===== config.mk =====
export PLATFORM = sky130hd
export DESIGN_NAME = ld_req_to_noc2_adapter
export DESIGN_NICKNAME = d
export VERILOG_FILES = /design/src/rtl/ld_req_to_noc2_adapter.sv
export SDC_FILE = /design/constraint.sdc
export NUM_CORES = 1
export LEC_CHECK = 0
export ABC_CLOCK_PERIOD_IN_PS = 3500
export BUFFER_PORTS_ARGS = -buffer_cell sky130_fd_sc_hd__buf_2
export CELL_PAD_IN_SITES_DETAIL_PLACEMENT = 1
export CELL_PAD_IN_SITES_GLOBAL_PLACEMENT = 2
export CORE_MARGIN = 5
export CORE_UTILIZATION = 30
export CTS_CLUSTER_SIZE = 20
export DETAILED_ROUTE_END_ITERATION = 7
export HOLD_SLACK_MARGIN = 0.02
export PLACE_DENSITY_LB_ADDON = 0.1
export SYNTH_ARGS = -nofsm -noshare
export SYNTH_HDL_FRONTEND = slang
export SYNTH_SLANG_ARGS = --single-unit

===== constraint.sdc =====
create_clock -name clk -period 3.5 [get_ports clk]
set_input_delay 0.7 -clock clk [delete_from_list [all_inputs] [get_ports clk]]
set_output_delay 0.7 -clock clk [all_outputs]
set_load 0.02 [all_outputs]

===== src/rtl/ld_req_to_noc2_adapter.sv =====
// Queues load requests and serializes each into a 3-flit NoC2 LOAD_REQ packet (hdr, addr, src).
// Latency: a request accepted at edge N presents its header flit after edge N+1; packets go back-to-back.
// Backpressure: flits hold while noc2_ready_i=0; ld_req_ready_o=!full, independent of noc2_ready_i.
module ld_req_to_noc2_adapter #(
    parameter int DEPTH    = 4,
    parameter int ADDR_W   = 40,
    parameter int MSHRID_W = 8,
    parameter int FLIT_W   = 64
) (
    input  logic                clk,
    input  logic                rst_n,
    input  logic                ld_req_valid_i,
    output logic                ld_req_ready_o,
    input  logic [ADDR_W-1:0]   ld_req_addr_i,
    input  logic [MSHRID_W-1:0] ld_req_mshrid_i,
    input  logic [7:0]          src_x_i,
    input  logic [7:0]          src_y_i,
    input  logic [7:0]          dest_x_i,
    input  logic [7:0]          dest_y_i,
    output logic                noc2_valid_o,
    input  logic                noc2_ready_i,
    output logic [FLIT_W-1:0]   noc2_data_o,
    output logic                busy_o
);
    localparam int PTR_W = (DEPTH > 1) ? $clog2(DEPTH) : 1;
    localparam int CNT_W = PTR_W + 1;
    localparam logic [ADDR_W-1:0] LINE_MASK = ~ADDR_W'(63);

    typedef struct packed {
        logic [ADDR_W-1:0]   addr;
        logic [MSHRID_W-1:0] mshrid;
    } req_t;

    typedef enum logic [1:0] {S_IDLE, S_HDR, S_ADDR, S_SRC} state_t;

    req_t             mem [DEPTH];
    logic [PTR_W-1:0] wr_ptr;
    logic [PTR_W-1:0] rd_ptr;
    logic [CNT_W-1:0] count;
    state_t           state;
    logic             full;
    logic             push;
    logic             pop;
    req_t             head;
    logic [7:0]       mshrid8;

    assign full           = (count == CNT_W'(DEPTH));
    assign ld_req_ready_o = !full;
    assign push           = ld_req_valid_i && !full;
    assign pop            = (state == S_SRC) && noc2_ready_i;
    assign head           = mem[rd_ptr];
    assign noc2_valid_o   = (state != S_IDLE);
    assign busy_o         = (count != '0) || (state != S_IDLE);

    generate
        if (MSHRID_W >= 8) begin : g_id_trunc
            assign mshrid8 = head.mshrid[7:0];
        end else begin : g_id_zext
            assign mshrid8 = {{(8-MSHRID_W){1'b0}}, head.mshrid};
        end
    endgenerate

    always_ff @(posedge clk) begin
        if (push) begin
            mem[wr_ptr] <= '{addr: ld_req_addr_i, mshrid: ld_req_mshrid_i};
        end
    end

    always_ff @(posedge clk) begin
        if (!rst_n) begin
            wr_ptr <= '0;
            rd_ptr <= '0;
            count  <= '0;
            state  <= S_IDLE;
        end else begin
            if (push) wr_ptr <= wr_ptr + PTR_W'(1);
            if (pop)  rd_ptr <= rd_ptr + PTR_W'(1);
            case ({push, pop})
                2'b10:   count <= count + CNT_W'(1);
                2'b01:   count <= count - CNT_W'(1);
                default: ;
            endcase
            case (state)
                S_IDLE: if (count != '0)  state <= S_HDR;
                S_HDR:  if (noc2_ready_i) state <= S_ADDR;
                S_ADDR: if (noc2_ready_i) state <= S_SRC;
                // Head is still counted here; another entry (or a same-cycle push) means no bubble.
                S_SRC:  if (noc2_ready_i) state <= (count > CNT_W'(1) || push) ? S_HDR : S_IDLE;
                default: state <= S_IDLE;
            endcase
        end
    end

    always_comb begin
        noc2_data_o = '0;
        case (state)
            S_HDR: begin
                noc2_data_o[49:42] = dest_x_i;
                noc2_data_o[41:34] = dest_y_i;
                noc2_data_o[29:22] = 8'd2;
                noc2_data_o[21:14] = 8'd31;
                noc2_data_o[13:6]  = mshrid8;
            end
            S_ADDR: noc2_data_o[ADDR_W-1:0] = head.addr & LINE_MASK;
            S_SRC: begin
                noc2_data_o[49:42] = src_x_i;
                noc2_data_o[41:34] = src_y_i;
            end
            default: ;
        endcase
    end
endmodule


==> impl_metrics.json <==
{
  "run_status": "finished, final reports clean",
  "postCtsHoldBufs": 0,
  "period_needed_ns": 3.04,
  "relSlewSlack_pct": 50.4,
  "grt_pass1_wl_um": 26400,
  "cap_violations": 0,
  "dr_total_vias": 3938,
  "grt_setup_unrepaired": "no",
  "ys.flop_type": "edfxtp_1",
  "synth_top_cell_area_share_pct": 68.8,
  "io_pins": 151,
  "drt_first_iter_violations": 164,
  "clock_latency_ns": 0.42,
  "final_nets": 611,
  "cts.clk_slew.worst_paths_ns": 0.07,
  "cts_sinks": 179,
  "post-route-drc-count": 0,
  "synth_most_common_cell": "edfxtp_1",
  "critical_path.slowest_cell": "dfxtp_4",
  "coreArea_mm2": 0.0242,
  "wl_um": 16900,
  "cp_top_family": "flip-flops",
  "worst-path-buf-inv": 2,
  "ys_ff_latch": 179,
  "netlist_top_cells_count": "edfxtp_1 (168), mux4_2 (40), and2_1 (20), buf_4 (20), nor2_1 (17)",
  "hold_path_class": "in2reg",
  "gr-total-overflow": 0,
  "cts_tree": "yes",
  "syn_area_mm2": 0.00733,
  "crit_chain": "buf_12, mux4_2, a32o_1, buf_2",
  "post_drt_via_cell_ratio": 4.62,
  "die_area_mm2": 0.0277,
  "num_rows": 57,
  "die_h_um": 166,
  "setup.worst_path.end_class": "output port",
  "cts_root_buf": "clkbuf_16",
  "clk_path_buf_depth": 2,
  "fmax_ghz": 0.329,
  "syn_area_per_cell_um2": 19.2,
  "p_leak_nw": 3.19,
  "antenna_found_initial": 1,
  "synth_cell_types": 32,
  "drtPass1Iterations": 4,
  "netlist_instances": 381,
  "place_congestion": 0.737,
  "final_antenna_net_count": 0,
  "p_per_area_mw_per_mm2": 620,
  "cpPeakStageDelay_ns": 0.57,
  "criticalPathCategory": "reg2out",
  "cts-buffers-inserted": 17,
  "seq_area_frac_synth_pct": 71.8,
  "finish.utilization_pct": 36.9,
  "skew_ns": 0.00944,
  "final-setup-viol-count": 0,
  "yosysTopAreaCell": "edfxtp_1",
  "die_w_um": 166,
  "yosys-top-cells-area": "edfxtp_1 (69%), mux4_2 (12%), dfxtp_1 (3.0%)",
  "synthArstFlopShare_pct": 0,
  "pre_cts_slack_ns": 0.705,
  "grt_pass1_vias": 4385,
  "ctsResizeCount": 0,
  "rrSetupSlack_ns": 0.86,
  "cp-start-kind": "register",
  "start_util_pct": 30.3,
  "postCtsSetupBuffers": 0,
  "period_share_pct": 86.8,
  "required_ns": 2.80,
  "crit_path_max_fanout": 29,
  "hold_viol_final": 0,
  "setup_ws_ns": 0.463,
  "port_buffers": 124,
  "htree_levels": 4,
  "layout-drive-gt1-share_pct": 40.2,
  "groute.usage.overall_pct": 12.6,
  "yosys_warnings": 0,
  "grt_max_degree": 31,
  "fin_tns_setup_ns": 0,
  "synth_edf_count": 168,
  "post-dp-hpwl_um": 10900,
  "arrival_ns": 2.34,
  "area_growth_pct": 21.8,
  "slew_viol_final": 0,
  "irDropWorstVdd_uv": 323,
  "worst_slew_pin_slew_ns": 0.742,
  "post_drt_wl_per_cell_um": 19.9
}
## cell families (layout without fill, tap and decap cells)
family | after synthesis | count (layout) | share of synthesized area [%]
AO/OA/AOI/OAI | 40 | 40 | 4.32
XOR/XNOR | 5 | 5 | 0.598
adder cells (fa/ha/maj) | 13 | 13 | 2.22
buffers and inverters | 50 | 177 | 4.18
flip-flops | 179 | 179 | 71.8
multiplexers | 44 | 44 | 13.3
other | 1 | 21 | 0.0512
AND/OR/NAND/NOR | 49 | 49 | 3.50
## sequential cells by signal (all words and copies together), names as in the netlist, named ones only
register	flops
mem	168
count	3
rd_ptr	2
state	2
wr_ptr	2
## worst paths after layout
kind / start / end / depth (start not counted)
setup / recovery: register / noc2_data_o[11] / 4
hold / removal: ld_req_addr_i[9] / mem[3][17] / 1
setup reg to reg: count[0] / mem[3][15] / 5
hold reg to reg: rd_ptr[1] / register / 2
## per-stage QoR
step / hold slack (ns) / cell area [um2] / power (mW) / std cells
finish: 0.486 / 8930 / 5.54 / 852
global route: 0.459 / 8930 / 5.82 / 851
CTS: 0.459 / 8930 / 5.65 / 851
detailed placement: 0.513 / 8330 / 3.70 / 819
global placement: 0.507 / 8330 / 3.69 / 819
floorplan: 0.473 / 7400 / 3.27 / 400
## report_power, final
| group | switching (mW) | internal [mW] |
|---|---|---|
| logic | 0.692 | 0.408 |
| registers | 0.0479 | 2.47 |
| clock network | 0.837 | 1.08 |
| total | 1.58 | 3.96 |
## layout by cell type (no fill, tap or decap), types with 8 or more instances in the layout
master	instances
a21oi_1	10
a22o_1	10
a32o_1	8
and2_1	16
buf_2	124
clkbuf_16	17
conb_1	20
dfxtp_1	9
edfxtp_1	168
ha_1	13
inv_1	8
mux4_2	40
nor2_1	17
## per-layer routing
layer / GRT usage, % / routed length [um] / up-vias
met4: 3.42 / 187 / 2
met1: 16.0 / 7370 / 2032
met5: 0 / 12 / -
met3: 3.76 / 983 / 20
li1: - / - / 1755
met2: 21.1 / 8390 / 129
## final cells by class
cell class                 instances  area, um2
antenna                            1       2.50
clock buffer                      19        433
clock inverter                    13        165
fill                            2423      15200
inverter                           9       33.8
multi-input combinational        171       1830
sequential                       179       5270
tap                              324        405
timing repair buffer             136        786
No activity file was read; power rests on OpenSTA's default activity.
